--- config.mk ---
export PLATFORM = sky130hd
export DESIGN_NAME = fetch_queue
export DESIGN_NICKNAME = d
export VERILOG_FILES = /design/src/rtl/fetch_queue.sv
export SDC_FILE = /design/constraint.sdc
export NUM_CORES = 1
export LEC_CHECK = 0
export CAP_MARGIN = 20
export CORE_UTILIZATION = 47
export DETAILED_ROUTE_END_ITERATION = 7
export GPL_TIMING_DRIVEN = 0
export PLACE_DENSITY = 0.69
export REMOVE_ABC_BUFFERS = 1
export SETUP_SLACK_MARGIN = 0.02
export SLEW_MARGIN = 5
export SYNTH_ARGS = -nofsm -noshare
export SYNTH_HDL_FRONTEND = slang
export SYNTH_SLANG_ARGS = --single-unit
--- constraint.sdc ---
create_clock -name clk -period 5 [get_ports clk]
set_clock_uncertainty 0.05 [all_clocks]
set_input_delay 1.25 -clock clk [delete_from_list [all_inputs] [get_ports clk]]
set_output_delay 1.25 -clock clk [all_outputs]
set_load 0.005 [all_outputs]
--- src/rtl/fetch_queue.sv ---
// fetch_queue: instruction-fetch front end feeding the IF/ID register.
// Issues one-at-a-time word requests to imem and buffers {instr, pc} in a FIFO.
//
// Ports:
//   clk, rst         clock, synchronous active-high reset
//   stall            hold the head entry (decode not consuming)
//   redirect/_pc     execute-stage redirect and its target
//   imem_req/_addr   registered request and word address
//   imem_ack/_rdata  memory response
//   instr_valid      FIFO head valid
//   instr/pc/pc_plus4  head entry (NOP / 0 / 0 when empty)
module fetch_queue #(
  parameter int          DEPTH    = 4,
  parameter logic [31:0] RESET_PC = 32'h0000_0000
) (
  input  logic        clk,
  input  logic        rst,
  input  logic        stall,
  input  logic        redirect,
  input  logic [31:0] redirect_pc,
  output logic        imem_req,
  output logic [31:0] imem_addr,
  input  logic        imem_ack,
  input  logic [31:0] imem_rdata,
  output logic        instr_valid,
  output logic [31:0] instr,
  output logic [31:0] pc,
  output logic [31:0] pc_plus4
);

  localparam int AW = $clog2(DEPTH);
  localparam int CW = AW + 1;
  localparam logic [CW-1:0] FULL = CW'(DEPTH);
  localparam logic [31:0] NOP = 32'h0000_0013;

  typedef enum logic [1:0] {
    IDLE,
    REQ,
    DRAIN
  } state_t;

  state_t          state;
  state_t          stateNext;
  logic            reqNext;
  logic [31:0]     addrNext;
  logic [31:0]     fetchPc;
  logic [31:0]     fetchPcNext;
  logic [31:0]     pendPc;
  logic [31:0]     pendPcNext;

  logic [AW-1:0]   rdPtr;
  logic [AW-1:0]   wrPtr;
  logic [CW-1:0]   count;
  logic [CW-1:0]   countNext;
  logic [31:0]     instrMem [DEPTH];
  logic [31:0]     pcMem    [DEPTH];
  logic [31:0]     headPc;

  logic            enq;
  logic            deq;
  logic [31:0]     target;
  logic [31:0]     nextAddr;

  assign target      = redirect_pc & ~32'h3;
  assign nextAddr    = imem_addr + 32'd4;
  assign instr_valid = (count != '0);
  assign enq         = (state == REQ) && imem_ack && !redirect;
  assign deq         = instr_valid && !stall && !redirect;
  // Occupancy after this cycle's push/pop; lets a freed slot
  // restart fetch on the very next cycle.
  assign countNext   = count + CW'(enq) - CW'(deq);

  always_comb begin
    stateNext   = state;
    reqNext     = imem_req;
    addrNext    = imem_addr;
    fetchPcNext = fetchPc;
    pendPcNext  = pendPc;
    unique case (state)
      IDLE: begin
        if (redirect) begin
          fetchPcNext = target;
        end else if (countNext < FULL) begin
          stateNext = REQ;
          reqNext   = 1'b1;
          addrNext  = fetchPc;
        end
      end
      REQ: begin
        if (imem_ack) begin
          if (redirect) begin
            fetchPcNext = target;
            stateNext   = IDLE;
            reqNext     = 1'b0;
          end else begin
            fetchPcNext = nextAddr;
            if (countNext < FULL) begin
              addrNext = nextAddr;
            end else begin
              stateNext = IDLE;
              reqNext   = 1'b0;
            end
          end
        end else if (redirect) begin
          // Old request must still complete; its data is dropped.
          pendPcNext = target;
          stateNext  = DRAIN;
        end
      end
      DRAIN: begin
        if (imem_ack) begin
          fetchPcNext = redirect ? target : pendPc;
          stateNext   = IDLE;
          reqNext     = 1'b0;
        end else if (redirect) begin
          pendPcNext = target;
        end
      end
      default: begin
        stateNext = IDLE;
        reqNext   = 1'b0;
      end
    endcase
  end

  always_ff @(posedge clk) begin
    if (rst) begin
      state     <= IDLE;
      imem_req  <= 1'b0;
      imem_addr <= '0;
      fetchPc   <= RESET_PC;
      pendPc    <= '0;
    end else begin
      state     <= stateNext;
      imem_req  <= reqNext;
      imem_addr <= addrNext;
      fetchPc   <= fetchPcNext;
      pendPc    <= pendPcNext;
    end
  end

  always_ff @(posedge clk) begin
    if (rst || redirect) begin
      count <= '0;
      rdPtr <= '0;
      wrPtr <= '0;
    end else begin
      count <= countNext;
      if (enq) wrPtr <= wrPtr + 1'b1;
      if (deq) rdPtr <= rdPtr + 1'b1;
    end
  end

  always_ff @(posedge clk) begin
    if (enq) begin
      instrMem[wrPtr] <= imem_rdata;
      pcMem[wrPtr]    <= imem_addr;
    end
  end

  assign headPc   = pcMem[rdPtr];
  assign instr    = instr_valid ? instrMem[rdPtr] : NOP;
  assign pc       = instr_valid ? headPc : '0;
  assign pc_plus4 = instr_valid ? headPc + 32'd4 : '0;

endmodule

==> metrics, run 1 <==
largest net degree at the start of global routing 56; period utilization 95.22%; worst-path cell chain buf_16, mux4_2, ha_1, and3_1, nand4_4, or3_1, a21oi_1, clkdlybuf4s50_1; min Tclk post-route 4.761 ns; min-delay src fetchPc[17]; maximum VDD drop 0.2876 mV; maximum fanout along the worst path 20; worst slack, placed -1.225 ns; final hold viol count 0; Initial DRT Pass Iterations 5; vias per cell 5.728; GRT Util Overall 21.88%; initial antenna violation count 1; pwr dens 402.6 mW/mm2; max incr delay on CP 0.54 ns; final cell count without fillers 1953; chip height 188.7 um; R2R depth 16; YS warnings 0; Critical R2R Capture imem_addr[31]; number of global-route vias before repair 10640; wire length per cell 20.39 um; max-cap violation count 0; Detailed Route WL 39830 um; CTS tree yes; DRC 0; CP arrival 3.46 ns; unrepaired setup endpoints after global routing false; normalized max-slew margin 35.72%; sequential-to-total area share from yosys stat 60.14%; Die Wd 188.7 um; Initial Util 48.36%; RePlAce Congestion 0.7758; core area 0.03387 mm2; Nets 1559; H-tree depth 2; CP Capture Type output port; total grt overflow 0; via count 11190; row count 67; CTS buffer count 39; PortBufs 196; WP depth 8; CP startpoint kind flop; Critical Path RT 3.70 ns; Final setup viols 0; CTS sink cnt 364; Yosys reg bits 364; root buf cell clkbuf_16; fillcell total 2715; Clk Latency, worst-skew pair 0.53 ns; status finished clean; worst r2r src state[1]; io pins 199; # hold bufs at CTS 0; global-route wire length before repair 60470 um; total power draw 0.008182 W; HP Class flop to flop; Cells after DPL 1871; Synth Cell Area 0.01638 mm2; maximum clock frequency 0.2100 GHz; full die area 0.03559 mm2; Worst path top cell family by delay simple AND/OR/NAND/NOR gates; Post-synth EDFFs 256; worst hold slack 0.3992 ns; Max stage delay cell, worst path clkdlybuf4s50_1; Post-DP HPWL 25090 um; cell count after synthesis 1304; Avg Inst Size Synth 12.56 um2; layout cells sized above 1 13.69%; clock-pin transition on the worst setup and hold timing paths 0.06 ns; fin area 0.02032 mm2; Final WS setup 0.2388 ns; synthesis-to-layout area growth 24.07%; CP Buf/Inv Count 2; Worst Setup EP pc_plus4[18]; Async S/R FF share, synth 0%; Placed Area 0.01889 mm2; Ant. Diodes 0; Distinct cells, synth 71; worst-margin pin slew 0.9607 ns; Final Max Tran Viols 0; top_reg_cell synth edfxtp_1; Final ANT Viol Nets 0; Clock Tree Buf Depth 3; Pleak 6.537 nW; initial drt markers 776; Setup CP Type flop to output port; Reg2Reg Setup Slack 0.43 ns
-- logic make-up after synthesis --
| logic type | share of synthesized area, % |
|---|---|
| mux | 9.634 |
| compound gates | 8.977 |
| fa+ha+maj | 1.039 |
| xor+xnor | 2.926 |
| simple gates | 14.07 |
| flops | 60.14 |
| buf+inv | 3.209 |
-- worst min path at each step --
stage	end	slack, ns	cells past startpoint
floorplan	fetchPc[15]	0.37	2
global placement	fetchPc[15]	0.38	2
detailed placement	fetchPc[15]	0.39	2
CTS	fetchPc[15]	0.40	2
global route	fetchPc[17]	0.41	2
finish	fetchPc[17]	0.40	2
-- power by group --
part / total (W) / internal (W) / switching, W
Clock: 0.00279 / 0.00163 / 0.00116
Combinational: 0.00168 / 0.000709 / 0.000968
Sequential: 0.00372 / 0.00349 / 0.000229
-- cell usage in the layout, fill, tap and decap left out, types with 10 or more instances in the layout --
| cell | n |
|---|---|
| o21ai_0 | 64 |
| dfxtp_1 | 106 |
| a221oi_1 | 16 |
| nor2b_1 | 18 |
| nor2_1 | 85 |
| mux2_2 | 12 |
| clkbuf_16 | 42 |
| xor2_1 | 22 |
| mux4_2 | 62 |
| a21oi_1 | 81 |
| edfxtp_1 | 256 |
| nor3_2 | 11 |
| clkdlybuf4s50_1 | 194 |
| buf_16 | 11 |
| xnor2_1 | 30 |
| buf_4 | 11 |
| nand3_1 | 33 |
| nand4_1 | 10 |
| nor3_1 | 30 |
| nand2_1 | 139 |
| ha_1 | 10 |
| and3_1 | 10 |
| inv_1 | 18 |
| and2_1 | 65 |
-- metal layers --
layer,share of wire [%],vias to the layer above,global-route usage (%)
met2,47,401,36.26
met4,1.8,2,5.397
met5,0.020,-,0
li1,-,5217,-
met1,44,5510,30.22
met3,6.5,56,3.353
-- per-stage QoR --
| step | util (%) | TNS (ns) |
|---|---|---|
| 4_1_cts | 59.68 | 0 |
| 2_1_floorplan | - | -22.37 |
| 3_3_place_gp | 54.47 | -1148.84 |
| 6_report | 60.00 | 0 |
| 3_5_place_dp | 55.76 | -31.15 |
| 5_1_grt | 60.00 | 0 |
-- cell type report --
type                       instances  area (um2)  area share (%)
tap                              448       560.5           2.759
multi-input combinational        824        6068           29.86
clock inverter                    21       203.9           1.004
inverter                          20       77.57          0.3818
timing repair buffer             228        2521           12.41
sequential                       364        9857           48.51
clock buffer                      48        1031           5.074
-- synthesized netlist by cell type, drive strengths merged (9+ instances only) --
library cell	instances	area, um2
a21oi	81	405.4
nand3	35	180.2
o21ai	66	330.3
a221oi	16	140.1
xnor2	30	262.8
a21o	9	67.56
ha	12	150.1
nor3	41	250.2
nand4	14	138.9
nor4	9	107.6
mux4	63	1423
nand2	140	525.5
and3	15	93.84
mux2	12	135.1
nor2b	18	112.6
clkbuf	65	255.2
dfxtp	108	2162
xor2	22	192.7
a221o	9	90.09
and2	65	406.6
inv	20	75.07
buf	31	195.2
edfxtp	256	7687
nor2	86	322.8
-- flip-flops by register name (all words and copies together), names as in the netlist, named ones only --
name       flops
wrPtr          2
pcMem        128
fetchPc       32
pendPc        32
state          2
count          3
instrMem     128
imem_addr     32
rdPtr          2
imem_req       1
-- worst register-to-register path, delay by kind of cell (launching register included) --
family | cells | cell delay (ns)
adder cells (fa/ha/maj) | 4 | 1.30
AND/OR/NAND/NOR | 4 | 0.87
flip-flops | 1 | 0.33
buffers and inverters | 5 | 0.84
XOR/XNOR | 1 | 0.49
AO/OA/AOI/OAI | 2 | 0.64
-- what timing repair did --
action,CTS,global route
resized for setup,2,4
gates cloned,0,2
pin swaps,2,0
buffers inserted,7,3
endpoints found under the setup margin,50,33
No activity file was read; power rests on OpenSTA's default activity.
==> run 2: changes to the inputs <==
--- a/config.mk
+++ b/config.mk
@@ -5,11 +5,12 @@
 export SDC_FILE = /design/constraint.sdc
 export NUM_CORES = 1
 export LEC_CHECK = 0
+export ABC_AREA = 1
 export CAP_MARGIN = 20
 export CORE_UTILIZATION = 47
 export DETAILED_ROUTE_END_ITERATION = 7
 export GPL_TIMING_DRIVEN = 0
-export PLACE_DENSITY = 0.69
+export PLACE_DENSITY = 0.68
 export REMOVE_ABC_BUFFERS = 1
 export SETUP_SLACK_MARGIN = 0.02
 export SLEW_MARGIN = 5
==> run 2 against run 1 <==
Against the previous run: clock power is 6% higher; register-to-register slack better by 0.69 ns; combinational power is 56% higher; area after synthesis is 7.9% higher; non-clock buffer count is 3 higher; critical path depth is 8 higher; hold slack better by 0.0070 ns; largest cell class unchanged.
==> metrics, run 2 <==
status finished clean; Final Max Tran Viols 0 (unchanged); via count 15180 (+36%); Sequential Power Share 42.4% (-3.1 points); CP Capture Type flop; Initial DRT Pass Iterations 6 (+1); fin area 0.02170 mm2 (+6.8%); register area 0.009857 mm2 (unchanged); CP startpoint kind input port; GRT Util Overall 26.33% (+4.5 points); maximum VDD drop 0.3814 mV (+33%); CTS buffer count 39 (unchanged); core area 0.03679 mm2 (+8.6%); most frequent cells in the layout nand2_1, nor2_1, edfxtp_1, clkdlybuf4s50_1, a21oi_1; Nets 2356 (+51%); top post-synthesis cells by count nand2_1, nor2_1, edfxtp_1, a21oi_1, o21ai_0; final core occ 58.99% (-1.0 points); Final ANT Viol Nets 0 (unchanged); maximum clock frequency 0.2083 GHz (-0.85%); Detailed Route WL 51320 um (+29%); min Tclk post-route 4.802 ns (+0.04066 ns); number of global-route vias before repair 14680 (+38%); switching share of power 33.63% (+4.9 points); clock-pin transition on the worst setup and hold timing paths 0.06 ns (about the same); Ant. Diodes 0 (unchanged); largest family of logic cells by synthesized area simple AND/OR/NAND/NOR gates; Async S/R FF share, synth 0% (unchanged); synth top area cells edfxtp_1, nand2_1, dfxtp_1; normalized max-slew margin 23.64% (-12 points); largest net degree at the start of global routing 85 (+52%); simple-gate share of the synthesized area 25.75% (+12 points); Critical Path RT 5.41 ns (+1.71 ns); worst hold slack 0.4062 ns (+0.006986 ns); initial drt markers 1335 (+72%); full die area 0.03836 mm2 (+7.8%); total grt overflow 0 (unchanged); wire length per cell 18.52 um (-9.2%); multiplexer share of the synthesized area 0% (-9.6 points); Clk Latency, worst-skew pair 0.55 ns (+0.02 ns); multi-input logic area 0.006909 mm2 (+14%); period utilization 96.04% (+0.81 points); Clock Tree Buf Depth 3 (unchanged); vias per cell 5.477 (-4.4%); H-tree depth 2 (unchanged); Max stage delay cell, worst path clkinvlp_4; Final setup viols 0 (unchanged); YS warnings 0 (unchanged); DRC 0 (unchanged); Psw 0.003261 W (+39%); unrepaired setup endpoints after global routing true; Int Power 0.006437 W (+10%); Placed Area 0.02015 mm2 (+6.7%); Avg Inst Size Synth 8.351 um2 (-34%); most frequent cell after synthesis nand2_1; sequential-to-total area share from yosys stat 55.76% (-4.4 points); layout cells sized above 1 6.988% (-6.7 points); final hold viol count 0 (unchanged); Initial Util 48.02% (-0.34 points); Setup CP Type input port to flop; Pleak 8.146 nW (+25%); top flop regs instrMem (128), pcMem (128); HP Class flop to flop; CP arrival 5.21 ns (+1.75 ns); cell count after synthesis 2115 (+62%); top_reg_cell synth edfxtp_1; most common cell after layout, fill and taps aside nand2_1; Post-DP HPWL 32660 um (+30%); Synth Cell Area 0.01766 mm2 (+7.9%); Clock power frac 30.6% (-3.4 points); Distinct cells, synth 47 (-34%); CTS sink cnt 364 (unchanged); worst-margin pin slew 1.143 ns (+0.1819 ns); root buf cell clkbuf_16; max-cap violation count 0 (unchanged); Die Wd 195.9 um (+3.8%); total power draw 0.009699 W (+19%); row count 70 (+4.5%); global-route wire length before repair 79160 um (+31%); Compound-Gate Fraction of Synth Area 10.96% (+2.0 points); pwr dens 446.9 mW/mm2 (+11%); area fraction of the dominant cell type after synthesis 43.52% (-3.4 points); worst-path cell chain buf_4, clkinvlp_4, nand2_2, nor2_1, inv_2, ha_1, inv_1, ha_1, fa_1, inv_1, nand2_1, nand2_1, a21oi_4, inv_2, o21ai_0, a21oi_1; maximum fanout along the worst path 43 (+110%); fillcell total 3273 (+21%); area leader, netlist edfxtp_1; initial antenna violation count 0 (-1); CTS tree yes; Post-Synth XOR/XNOR Area 0.9421% (-2.0 points); io pins 199 (unchanged); synthesis-to-layout area growth 22.86%; Synth Area in Adders 0.9634% (-0.076 points); RePlAce Congestion 0.8963 (+16%); max incr delay on CP 0.51 ns (-0.03 ns); PortBufs 196 (unchanged); chip height 195.9 um (+3.8%); Post-synth EDFFs 256 (unchanged); TNS Setup 0 ns (unchanged); Yosys reg bits 364 (unchanged); Comb power frac 27.0% (+6.5 points)
[run 2: changes by cell type in the layout (fill, tap and decap cells not counted), moves of 13 or more]
cell and delta:
nand2_1 +450, nor2_1 +248, a21oi_1 +100, inv_1 +92, nand3_1 +91, o21ai_0 +80
and2_1 -63, mux4_2 -62, nor3_1 -27, xnor2_1 -21, nor2b_1 -18, nor2_2 +16
nand2_2 +13
[run 2: worst paths after layout]
| path | startpoint | to | slack, ns | depth (start not counted) |
|---|---|---|---|---|
| worst min-delay path | rdPtr[1] | flop | 0.41 | 2 |
| worst max register to register | state[1] | imem_addr[2] | 1.12 | 16 |
| worst max-delay path | redirect | imem_addr[2] | 0.20 | 16 |
| worst min register to register | rdPtr[1] | flop | 0.41 | 2 |
[run 2: timing repair]
item,4_1_cts,5_1_grt
hold buffers,0,0
resized for setup,7,5
setup endpoints to repair,55,26
setup buffers,7,1
gates cloned,3,0
endpoints found under the hold margin,0,0
[run 2: final cells by class]
cell class	count	share of cell area [%]
Inverter	118	2.104
Timing Repair Buffer	231	11.86
Sequential cell	364	45.42
Clock buffer	47	4.780
Multi-Input combinational cell	1519	31.84
Tap cell	468	2.698
Timing Repair inverter	1	0.02306
Clock inverter	24	1.274
[run 2: cell families after synthesis]
| logic type | count (synthesis) |
|---|---|
| and+or+nand+nor | 1121 |
| xor gates and xnor gates | 19 |
| buffers and inverters | 233 |
| adders and majority gates | 13 |
| AOI/OAI and AO/OA | 365 |
| DFF | 364 |
[run 2: stage by stage]
stage / std cells / setup slack, ns
floorplan: 2000 / -2.319
global placement: 2664 / -8.262
detailed placement: 2688 / -1.436
CTS: 2769 / 0.03230
global route: 2772 / 0.01911
finish: 2772 / 0.1982
[run 2: metal layers]
| layer | vias up | track usage, % | share of wire [%] |
|---|---|---|---|
| li1 | 7378 | - | - |
| met1 | 7119 | 34.96 | 42 |
| met2 | 594 | 44.38 | 48 |
| met3 | 92 | 3.438 | 7.4 |
| met4 | 0 | 9.086 | 2.4 |
| met5 | - | 0 | 0 |
[run 2: power groups by stage]
| stage | Combinational (W) | Clock [W] | Sequential (W) |
|---|---|---|---|
| after floorplan | 0.00149 | 0 | 0.00401 |
| after global placement | 0.00237 | 0 | 0.00415 |
| after detailed placement | 0.00247 | 0 | 0.00415 |
| after CTS | 0.00253 | 0.00300 | 0.00409 |
| after global routing | 0.00290 | 0.00311 | 0.00415 |
| final | 0.00262 | 0.00297 | 0.00411 |
[run 2: critical path: cells and delay by family]
family	cells	cell delay, ns
and+or+nand+nor	4	0.87
AOI/OAI and AO/OA	3	0.39
adders and majority gates	3	0.78
buffers and inverters	6	1.88
